[config.mk]
export PLATFORM = sky130hd
export DESIGN_NAME = mem_port_arbiter
export DESIGN_NICKNAME = d
export VERILOG_FILES = /design/src/rtl/mem_port_arbiter.sv
export SDC_FILE = /design/constraint.sdc
export NUM_CORES = 1
export LEC_CHECK = 0
export CORE_ASPECT_RATIO = 0.75
export CORE_MARGIN = 3
export CORE_UTILIZATION = 44
export CTS_CLUSTER_DIAMETER = 200
export DETAILED_ROUTE_END_ITERATION = 10
export GPL_ROUTABILITY_DRIVEN = 0
export PLACE_DENSITY = 0.86
export SLEW_MARGIN = 40
export SYNTH_ARGS = -nofsm -noshare
export SYNTH_HDL_FRONTEND = slang
export SYNTH_SLANG_ARGS = --single-unit
[constraint.sdc]
create_clock -name clk -period 7.2 [get_ports clk]
set_input_delay 1.44 -clock clk [delete_from_list [all_inputs] [get_ports clk]]
set_output_delay 1.44 -clock clk [all_outputs]
set_load 0.01 [all_outputs]
[src/rtl/mem_port_arbiter.sv]
// mem_port_arbiter: shares one memory port between instruction fetch and load/store,
// one transaction at a time. Define ARB_FAIR_EN to add the fetch-starvation guard.
module mem_port_arbiter #(
  parameter int XLEN       = 32,
  parameter int FAIR_LIMIT = 4
) (
  input  logic            clk,
  input  logic            reset,
  input  logic            if_req,
  input  logic [XLEN-1:0] if_addr,
  output logic            if_ack,
  output logic [XLEN-1:0] if_rdata,
  input  logic            dm_req,
  input  logic            dm_we,
  input  logic [XLEN-1:0] dm_addr,
  input  logic [XLEN-1:0] dm_wdata,
  input  logic [3:0]      dm_be,
  output logic            dm_ack,
  output logic [XLEN-1:0] dm_rdata,
  output logic            mem_req,
  output logic            mem_we,
  output logic [XLEN-1:0] mem_addr,
  output logic [XLEN-1:0] mem_wdata,
  output logic [3:0]      mem_be,
  input  logic            mem_ready,
  input  logic [XLEN-1:0] mem_rdata,
  output logic            busy
);

  typedef enum logic [1:0] {
    IDLE    = 2'd0,
    BUSY_IF = 2'd1,
    BUSY_DM = 2'd2
  } state_t;

  state_t            state_reg, state_next;
  logic              mem_req_reg, mem_req_next;
  logic              mem_we_reg, mem_we_next;
  logic [XLEN-1:0]   mem_addr_reg, mem_addr_next;
  logic [XLEN-1:0]   mem_wdata_reg, mem_wdata_next;
  logic [3:0]        mem_be_reg, mem_be_next;
  logic              if_ack_reg, if_ack_next;
  logic              dm_ack_reg, dm_ack_next;
  logic [XLEN-1:0]   if_rdata_reg, if_rdata_next;
  logic [XLEN-1:0]   dm_rdata_reg, dm_rdata_next;

  logic              is_idle;
  logic              if_eligible;
  logic              dm_eligible;
  logic              fetch_forced;
  logic              grant_if;
  logic              grant_dm;

  // A requester still holding req during its own ack cycle is finishing, not asking again.
  assign is_idle     = (state_reg == IDLE);
  assign if_eligible = if_req & ~if_ack_reg;
  assign dm_eligible = dm_req & ~dm_ack_reg;
  assign grant_if    = is_idle & if_eligible & (~dm_eligible | fetch_forced);
  assign grant_dm    = is_idle & dm_eligible & ~grant_if;

`ifdef ARB_FAIR_EN
  localparam logic [3:0] FAIR_LIMIT_C = 4'(FAIR_LIMIT);

  logic [3:0] fair_cnt_reg, fair_cnt_next;

  assign fetch_forced = (fair_cnt_reg == FAIR_LIMIT_C);

  // Counts data grants that overtook a waiting fetch; any fetch grant clears it.
  always_comb begin
    fair_cnt_next = fair_cnt_reg;
    if (grant_if) begin
      fair_cnt_next = '0;
    end else if (grant_dm && if_eligible && (fair_cnt_reg != 4'hF)) begin
      fair_cnt_next = fair_cnt_reg + 4'd1;
    end
  end

  always_ff @(posedge clk or posedge reset) begin
    if (reset) begin
      fair_cnt_reg <= '0;
    end else begin
      fair_cnt_reg <= fair_cnt_next;
    end
  end
`else
  logic unused_fair_limit;

  assign fetch_forced      = 1'b0;
  assign unused_fair_limit = (FAIR_LIMIT != 0);
`endif

  always_comb begin
    state_next     = state_reg;
    mem_req_next   = mem_req_reg;
    mem_we_next    = mem_we_reg;
    mem_addr_next  = mem_addr_reg;
    mem_wdata_next = mem_wdata_reg;
    mem_be_next    = mem_be_reg;
    if_ack_next    = 1'b0;
    dm_ack_next    = 1'b0;
    if_rdata_next  = if_rdata_reg;
    dm_rdata_next  = dm_rdata_reg;

    case (state_reg)
      IDLE: begin
        if (grant_if) begin
          // Fetch never writes: force a full-word read.
          state_next     = BUSY_IF;
          mem_req_next   = 1'b1;
          mem_we_next    = 1'b0;
          mem_addr_next  = if_addr;
          mem_wdata_next = '0;
          mem_be_next    = 4'hF;
        end else if (grant_dm) begin
          state_next     = BUSY_DM;
          mem_req_next   = 1'b1;
          mem_we_next    = dm_we;
          mem_addr_next  = dm_addr;
          mem_wdata_next = dm_wdata;
          mem_be_next    = dm_be;
        end
      end

      BUSY_IF: begin
        if (mem_ready) begin
          state_next    = IDLE;
          mem_req_next  = 1'b0;
          if_rdata_next = mem_rdata;
          if_ack_next   = 1'b1;
        end
      end

      BUSY_DM: begin
        if (mem_ready) begin
          state_next    = IDLE;
          mem_req_next  = 1'b0;
          dm_rdata_next = mem_we_reg ? '0 : mem_rdata;
          dm_ack_next   = 1'b1;
        end
      end

      default: begin
        state_next   = IDLE;
        mem_req_next = 1'b0;
      end
    endcase
  end

  always_ff @(posedge clk or posedge reset) begin
    if (reset) begin
      state_reg     <= IDLE;
      mem_req_reg   <= 1'b0;
      mem_we_reg    <= 1'b0;
      mem_addr_reg  <= '0;
      mem_wdata_reg <= '0;
      mem_be_reg    <= '0;
      if_ack_reg    <= 1'b0;
      dm_ack_reg    <= 1'b0;
      if_rdata_reg  <= '0;
      dm_rdata_reg  <= '0;
    end else begin
      state_reg     <= state_next;
      mem_req_reg   <= mem_req_next;
      mem_we_reg    <= mem_we_next;
      mem_addr_reg  <= mem_addr_next;
      mem_wdata_reg <= mem_wdata_next;
      mem_be_reg    <= mem_be_next;
      if_ack_reg    <= if_ack_next;
      dm_ack_reg    <= dm_ack_next;
      if_rdata_reg  <= if_rdata_next;
      dm_rdata_reg  <= dm_rdata_next;
    end
  end

  assign mem_req   = mem_req_reg;
  assign mem_we    = mem_we_reg;
  assign mem_addr  = mem_addr_reg;
  assign mem_wdata = mem_wdata_reg;
  assign mem_be    = mem_be_reg;
  assign if_ack    = if_ack_reg;
  assign dm_ack    = dm_ack_reg;
  assign if_rdata  = if_rdata_reg;
  assign dm_rdata  = dm_rdata_reg;
  assign busy      = ~is_idle;

endmodule
==> flow_summary.json <==
{
  "status": "finished, final reports clean",
  "fp.dieW_um": 138,
  "drt_iter0_drc": 256,
  "setup_viol": 0,
  "design_area_um2": 9110,
  "drt-wirelength-per-cell_um": 18.0,
  "cp_max_fo": 5,
  "cts_buffer_depth": 2,
  "grt_max_degree": 76,
  "grt.overflow.total": 0,
  "clk_latency_ps": 400,
  "yosys_warnings": 0,
  "critical_path_depth": 4,
  "setup_tns_ps": 0,
  "dpl_cell_area_um2": 8490,
  "hold_viol": 0,
  "cap_violations": 0,
  "dp_cells": 904,
  "cts-resized-gates": 0,
  "first_pass_iters": 5,
  "crit_buf_inv": 3,
  "num_vias": 4748,
  "initial_utilization": 0.458,
  "multiInputGateArea_um2": 2020,
  "synthTopCellsByArea": "dfrtp_1 60%, mux2_2 6.3%, a22o_1 5.1%",
  "drc": 0,
  "seq_area_frac_synth": 0.605,
  "dieArea_um2": 14400,
  "arrival_ps": 1870,
  "final.fill_count": 849,
  "nNetsFinal": 899,
  "rsz0062_at_grt": "no",
  "drv_slew": 0,
  "required_ps": 5760,
  "cts_sinks": 138,
  "min_path_cells": 2,
  "hp-class": "reg2reg",
  "clk_pin_slew_worst_paths_ps": 60,
  "die_h_um": 105,
  "cp_cell_sequence": "inv_1, ha_1, inv_1, clkdlybuf4s50_1",
  "slew_headroom": 0.470,
  "cts_tree": "yes",
  "p_leak_nw": 3.94,
  "synthCells": 493,
  "dp_hpwl_um": 12000,
  "diodes": 0,
  "p_total_mw": 4.18,
  "grt_pass1_vias": 4971,
  "io_pins": 275,
  "critPathKind": "reg2out",
  "routed-wl-met3_um": 1590,
  "synth_seq_cells": 138,
  "antenna_found_initial": 0,
  "wirelength_um": 16800,
  "power_density_nw_per_um2": 459,
  "slowest_stage": "clkdlybuf4s50_1",
  "synth_largest_area_cell": "dfrtp_1",
  "synth_nets": 635,
  "cts_buffers": 17,
  "syn-cell-area_um2": 5710,
  "dr.max_layer_used": "met4",
  "synth_edf_count": 0,
  "ant_nets": 0,
  "worstMarginPinSlew_ps": 795,
  "seqCellArea_um2": 3450,
  "post-route-period-util": 0.460,
  "fin_skew_ps": 8.06,
  "rows": 35,
  "synthToLayoutAreaGrowth_pct": 59.6,
  "drt-met1-wl_um": 6540,
  "ys_types": 26,
  "post_cts_buffers": 0,
  "path_common_cell": "inv_1",
  "async_flop_share": 1.00,
  "h-tree-depth": 4,
  "timing.hold.ws_ps": 478,
  "cts_root_buf": "clkbuf_16",
  "postCtsHoldBufs": 0,
  "grt_pass1_wl_um": 26200,
  "ys.flop_type": "dfrtp_1",
  "drive_above_1_share": 0.127,
  "yosysTopAreaCellShare": 0.605,
  "port-buffer-count": 274,
  "core_area_um2": 12500,
  "track_usage": 0.234,
  "fin_cells": 936,
  "syn_avg_cell_area_um2": 11.6,
  "max_freq_mhz": 302,
  "period_needed_ps": 3310,
  "max_stage_delay_ps": 520,
  "routed-wl-met2_um": 8210,
  "worstRegToRegCells": 5,
  "cp-end-kind": "primary output",
  "reg2reg_slack_ps": 4970,
  "via_per_inst": 5.07,
  "ir_drop_uv": 291,
  "crit_family": "buffers and inverters",
  "worstSetupStartpointType": "flop"
}
per-layer routing:
metal | up-vias | GRT usage
met5 | - | 0
met4 | 0 | 0.0919
met3 | 33 | 0.0866
met2 | 199 | 0.381
met1 | 2296 | 0.279
li1 | 2220 | -
cell families after synthesis:
family,after synthesis,share of synthesized area
and+or+nand+nor,141,0.116
AOI/OAI and AO/OA,139,0.164
DFF,138,0.605
buffers and inverters,39,0.0432
muxes,32,0.0631
adders and majority gates,4,0.00876
through the flow:
step,util,worst slack (ps)
floorplan,-,2060
global placement,0.678,3510
finish,0.730,3890
detailed placement,0.680,3680
global route,0.730,3800
CTS,0.730,3870
Yosys cell counts, drive strengths merged (4+ instances only):
master,n
a21oi,65
a22o,33
buf,21
clkbuf,12
dfrtp,138
ha,4
inv,6
mux2,32
nand2,67
nand2b,33
nor2,36
o21ai,32
o22a,5
power breakdown:
group / internal [mW] / total (mW) / switching, mW
registers: 1.15 / 1.37 / 0.227
clock network: 0.568 / 0.900 / 0.332
logic: 1.05 / 1.91 / 0.863
total: 2.76 / 4.18 / 1.42
layout make-up:
type / count / area share
Sequential cell: 138 / 0.379
Timing Repair Buffer: 278 / 0.306
Multi-Input combinational cell: 316 / 0.222
Clock buffer: 20 / 0.0501
Tap cell: 166 / 0.0228
Clock inverter: 12 / 0.0179
Inverter: 6 / 0.00302
tightest hold or removal path, stage by stage (launching register included):
cell     delay [ps]
dfrtp_1         340
nand2_1          40
o21ai_0          60
final timing paths:
kind | start | endpoint
max | state_reg[0]$_DFFE_PP0P_ | busy
min | dm_rdata[2]$_DFFE_PP0P_ | dm_rdata[2]$_DFFE_PP0P_
max reg2reg | state_reg[0]$_DFFE_PP0P_ | mem_be[1]$_DFFE_PP0P_
min reg2reg | dm_rdata[2]$_DFFE_PP0P_ | dm_rdata[2]$_DFFE_PP0P_
max in group asynchronous | reset | mem_we$_DFFE_PP0P_
min in group asynchronous | reset | mem_wdata[19]$_DFFE_PP0P_
placed cells by master (no fill, tap or decap), drive strengths merged:
| master | instances |
|---|---|
| a21oi | 65 |
| a22o | 33 |
| a31oi | 1 |
| buf | 4 |
| bufinv | 3 |
| clkbuf | 20 |
| clkdlybuf4s50 | 274 |
| clkinv | 4 |
| clkinvlp | 2 |
| dfrtp | 138 |
| ha | 4 |
| inv | 9 |
| mux2 | 32 |
| nand2 | 67 |
| nand2b | 33 |
| nand3 | 1 |
| nand3b | 1 |
| nor2 | 36 |
| nor2b | 3 |
| o211a | 1 |
| o211ai | 1 |
| o21ai | 32 |
| o22a | 5 |
| o22ai | 1 |
Note: power is estimated with default switching activity, not from simulation.
